--- src/rtl/tff_mod_counter_pkg.sv ---
// Shared constants for the modulo counter family: direction/mode encodings,
// run/halt state encoding and the legal-parameter predicate.
package tff_mod_counter_pkg;

  localparam logic DIR_UP       = 1'b1;
  localparam logic DIR_DOWN     = 1'b0;
  localparam logic MODE_WRAP    = 1'b0;
  localparam logic MODE_ONESHOT = 1'b1;

  // Two-state run control; HALT is what DONE reports.
  localparam logic ST_RUN  = 1'b0;
  localparam logic ST_HALT = 1'b1;

  function automatic bit params_legal(int width, int modulus);
    return (width >= 2) && (width <= 16) && (modulus >= 2) && (modulus <= (1 << width));
  endfunction

endpackage

--- src/rtl/tff_mod_counter_sync.sv ---
// Single-bit T flip-flop with synchronous active-high clear and synchronous load.
module tff_sync (
  input  logic CK,
  input  logic CLR,
  input  logic t,
  input  logic ld,
  input  logic d,
  output logic q
);

  logic q_q;
  logic q_d;

  always_comb begin
    q_d = q_q;
    if (ld)     q_d = d;
    else if (t) q_d = ~q_q;
  end

  always_ff @(posedge CK) begin
    if (CLR) q_q <= 1'b0;
    else     q_q <= q_d;
  end

  assign q = q_q;

endmodule

--- src/rtl/tff_mod_counter.sv ---
// Parametrised up/down modulo counter built from T flip-flops, with load,
// wrap/one-shot mode, combinational terminal count and registered WRAP/DONE.
module tff_mod_counter
  import tff_mod_counter_pkg::*;
#(
  parameter int WIDTH   = 4,
  parameter int MODULUS = 10
) (
  input  logic             CK,
  input  logic             CLR,
  input  logic             E,
  input  logic             UD,
  input  logic             LD,
  input  logic [WIDTH-1:0] D,
  input  logic             ONESHOT,
  output logic [WIDTH-1:0] q,
  output logic             TC,
  output logic             WRAP,
  output logic             DONE
);

  if (!params_legal(WIDTH, MODULUS)) begin : g_bad_params
    $error("tff_mod_counter: illegal WIDTH=%0d / MODULUS=%0d", WIDTH, MODULUS);
  end

  localparam logic [WIDTH:0]   MOD_W = (WIDTH+1)'(MODULUS);
  localparam logic [WIDTH-1:0] TOP_V = WIDTH'(MODULUS - 1);
  localparam logic [WIDTH:0]   ONE_W = {{WIDTH{1'b0}}, 1'b1};

  logic [WIDTH-1:0] q_w;
  logic [WIDTH-1:0] cnt_d;
  logic [WIDTH-1:0] ld_val;
  logic [WIDTH-1:0] t_bits;
  logic [WIDTH:0]   q_ext;
  logic [WIDTH:0]   step;
  logic             up;
  logic             at_term;
  logic             cnt_en;
  logic             state_q, state_d;
  logic             wrap_q, wrap_d;

  // Terminal detection uses the extra bit: up hits MODULUS exactly, down borrows out of 0.
  always_comb begin
    q_ext   = {1'b0, q_w};
    up      = (UD == DIR_UP);
    step    = up ? (q_ext + ONE_W) : (q_ext - ONE_W);
    at_term = up ? (step == MOD_W) : step[WIDTH];
    cnt_en  = E && (state_q == ST_RUN);
    ld_val  = ({1'b0, D} < MOD_W) ? D : TOP_V;

    cnt_d   = q_w;
    state_d = state_q;
    wrap_d  = 1'b0;
    if (LD) begin
      state_d = ST_RUN;
    end else if (cnt_en) begin
      if (!at_term) begin
        cnt_d = step[WIDTH-1:0];
      end else if (ONESHOT == MODE_ONESHOT) begin
        state_d = ST_HALT;
      end else begin
        cnt_d  = (UD == DIR_DOWN) ? TOP_V : '0;
        wrap_d = 1'b1;
      end
    end
    t_bits = q_w ^ cnt_d;
  end

  for (genvar i = 0; i < WIDTH; i++) begin : g_bit
    tff_sync u_bit (
      .CK  (CK),
      .CLR (CLR),
      .t   (t_bits[i]),
      .ld  (LD),
      .d   (ld_val[i]),
      .q   (q_w[i])
    );
  end

  always_ff @(posedge CK) begin
    if (CLR) begin
      state_q <= ST_RUN;
      wrap_q  <= 1'b0;
    end else begin
      state_q <= state_d;
      wrap_q  <= wrap_d;
    end
  end

  assign q    = q_w;
  assign TC   = cnt_en & at_term;
  assign WRAP = wrap_q;
  assign DONE = (state_q == ST_HALT);

endmodule

--- config.mk ---
export PLATFORM = sky130hd
export DESIGN_NAME = tff_mod_counter
export DESIGN_NICKNAME = d
export VERILOG_FILES = /design/src/rtl/tff_mod_counter_pkg.sv /design/src/rtl/tff_mod_counter_sync.sv /design/src/rtl/tff_mod_counter.sv
export SDC_FILE = /design/constraint.sdc
export NUM_CORES = 1
export LEC_CHECK = 0
export ABC_AREA = 1
export CORE_AREA = 4 4 41 43
export DETAILED_ROUTE_END_ITERATION = 8
export DIE_AREA = 0 0 45 47
export PLACE_DENSITY = 0.78
export SLEW_MARGIN = 0
export SYNTH_ARGS = -nofsm -noshare
export SYNTH_HDL_FRONTEND = slang
export SYNTH_SLANG_ARGS = --single-unit
--- constraint.sdc ---
create_clock -name CK -period 5.15 [get_ports CK]
set_clock_uncertainty 0.15 [all_clocks]
set_input_delay 0.515 -clock CK [delete_from_list [all_inputs] [get_ports CK]]
set_output_delay 0.515 -clock CK [all_outputs]
set_load 0.05 [all_outputs]
==> summary.txt <==
Synthesis
  • Post-synth top area share: 19.3%
  • Cell area after synthesis: 623 µm²
  • Seq/Total Area, Yosys: 19.3%
  • Library cells used by synthesis: 21
  • Net Count, Synth: 106
  • Synth Instances: 91
  • Yosys warns: 0
  • Synth area leaders: dfxtp_1 (19%), nand2_1 (11%), inv_1 (8.4%), ha_1 (8.0%), nand3_1 (8.0%)
  • Syn_area_per_cell: 6.85 µm²
  • FF+latch count, synth: 6
  • Synth area leader: dfxtp_1

Worst setup path
  • Setup slack, reg-to-reg: 3.01 ns
  • Worst Setup SP: UD
  • Setup crit end kind: primary output
  • Register-to-Register Path Depth: 12
  • Crit-path max FO: 6
  • Crit path kind: in2out
  • Setup crit end: TC
  • Reg-to-reg startpoint: g_bit[0].u_bit.q
  • Arrival time at the worst endpoint: 3.18 ns
  • Crit Reg-Reg Endpoint: g_bit[0].u_bit.q
  • Startpoint class of the critical path: input port
  • WP data required: 4.49 ns

Final layout
  • Fraction of final layout cells sized beyond drive strength 1: 19.8%
  • Final Instance Count excl. Fillers: 121
  • Area grow syn2layout: 27.5%
  • # nets final: 123
  • Antenna cells: 0
  • Fillcell total: 120

STA
  • Max Clk Rate: 0.260 GHz
  • Setup TNS: 0 ns
  • Fin crit share: 74.6%
  • Max Slew Vio Count: 0
  • Hold Fails Final Rpt: 0
  • Final min period: 3.84 ns
  • Final setup viols: 0
  • Hold WS: 0.325 ns
  • Slew @ Worst Pin: 0.496 ns
  • Unrepaired setup endpoints after global routing: false
  • Slew headroom: 66.8%

Clock network
  • Max Buffers Root-to-Sink: 2
  • CTS tree: yes
  • Hold_buf cts: 0
  • Post-CTS resize count: 0
  • Reg clk slew, reported paths: 0.04 ns
  • Root Buffer Master: clkbuf_4
  • H-tree Lvls: 1
  • Clk sinks: 6
  • Inserted Clock Buffers: 3
  • Worst-skew pair later-pin latency: 0.25 ns
  • Post-CTS setup buffer count: 0

Detailed routing
  • DRC: 0
  • Vias per cell: 5.18
  • Antenna-violating nets left: 0
  • Routed WL: 1380 µm
  • First drt pass iteration count: 4
  • Via count: 627
  • Avg WL per Cell: 11.4 µm
  • Drt first-iter violations: 10

Pwr
  • Tot Pwr: 0.177 mW
  • P_leak: 0.375 nW
  • Worst IR Drop VDD: 0.000127 V
  • Pwr dens: 223 nW/µm²

GRT
  • First-pass GRT wire length: 2200 µm
  • Largest net degree at the start of global routing: 9
  • Gr ovfl total: 0
  • GRT Resource Usage Total: 14.4%
  • Initial antenna violation count: 0
  • Vias in the first global route: 551

Place
  • DP Wirelength: 1150 µm
  • I/O Buffers: 16
  • Routability cong.: 0.800
  • Placed insts: 118

Worst hold path
  • Worst Hold Class: reg2reg

Run
  • Maxcap violations: 0

Floorplan
  • Starting Density: 47.9%
  • IO Pins: 17
  • Core ar.: 1300 µm²
  • Total die area: 2120 µm²
  • # rows: 13
  • Die Ht: 47 µm
  • Die Span X: 45 µm

Status
  • Status: completed
[cell type report]
cell class	instances	area, µm²	area share (%)
multi-input combinational	66	417	52.4
timing repair buffer	16	160	20.2
sequential	6	120	15.1
inverter	15	56.3	7.09
clock buffer	3	22.5	2.83
tap	15	18.8	2.36
[registers in the layout (all words and copies together), names as in the netlist]
name           count
DONE               1
WRAP               1
g_bit.u_bit.q      4
[routing by layer]
metal / GRT usage [%] / vias to the layer above / part of all wire (%) / wire length (µm)
met3: 2.30 / 5 / 4.3 / 59
met2: 25.1 / 15 / 50 / 693
li1: - / 323 / - / -
met1: 16.5 / 284 / 43 / 596
met5: 0 / - / 0 / 0
met4: 8.77 / 0 / 2.0 / 27
[stage by stage]
stage | cell area, µm² | setup WS [ns] | util (%)
after floorplan | 623 | 2.34 | -
after global placement | 772 | 1.34 | 59.3
after detailed placement | 772 | 1.30 | 59.3
after CTS | 795 | 1.29 | 61.1
after global routing | 795 | 1.16 | 61.1
final | 795 | 1.31 | 61.1
[power breakdown]
| part | leakage, nW | internal (mW) | switching [mW] | total (mW) |
|---|---|---|---|---|
| Sequential | 0.0493 | 0.0496 | 0.00385 | 0.0535 |
| Clock | 0.0138 | 0.0264 | 0.0174 | 0.0437 |
| Combinational | 0.312 | 0.0306 | 0.0492 | 0.0798 |
[Yosys cell counts (all sizes together)]
| library cell | number |
|---|---|
| a21oi | 9 |
| buf | 4 |
| ha | 4 |
| inv | 15 |
| fa | 1 |
| nand4 | 1 |
| or2 | 1 |
| nand3 | 15 |
| nand2 | 24 |
| nor4 | 1 |
| nor2 | 6 |
| mux2i | 1 |
| o21ai | 3 |
| dfxtp | 6 |
[critical path, stage by stage]
cell             delay [ns]
clkdlybuf4s50_1        0.58
inv_1                  0.16
ha_1                   0.36
inv_1                  0.07
ha_1                   0.13
inv_1                  0.04
nor2_2                 0.10
nand3_2                0.10
nand2_4                0.10
nand2_2                0.10
nor2_1                 0.11
clkdlybuf4s50_1        0.81
[cells in the final DEF (no fill, tap or decap), types with 3 or more instances in the layout]
cell type and instances:
ha_1 4, nor2_1 4, clkdlybuf4s50_1 16, nand2_1 19, inv_1 14, o21ai_0 3
a21oi_1 6, nand3_2 5, clkbuf_4 3, nand2_2 4, a21oi_2 3, nand3_1 10
dfxtp_1 6
[cells by family (layout without fill, tap and decap cells)]
| logic type | count (synthesis) | in the layout | synth area share (%) |
|---|---|---|---|
| simple gates | 48 | 48 | 42.6 |
| buf+inv | 19 | 34 | 13.9 |
| compound gates | 12 | 12 | 11.4 |
| flops | 6 | 6 | 19.3 |
| fa+ha+maj | 5 | 5 | 11.2 |
| mux | 1 | 1 | 1.61 |
[worst min path at each step]
stage,from,end,slack [ns],cells past startpoint
2_1_floorplan,g_bit[3].u_bit.q,g_bit[3].u_bit.q,0.41,2
3_3_place_gp,DONE,DONE,0.31,2
3_5_place_dp,DONE,DONE,0.32,2
4_1_cts,DONE,DONE,0.33,2
5_1_grt,DONE,DONE,0.35,2
6_report,DONE,DONE,0.32,2
Power figures use the tool's default switching activity.
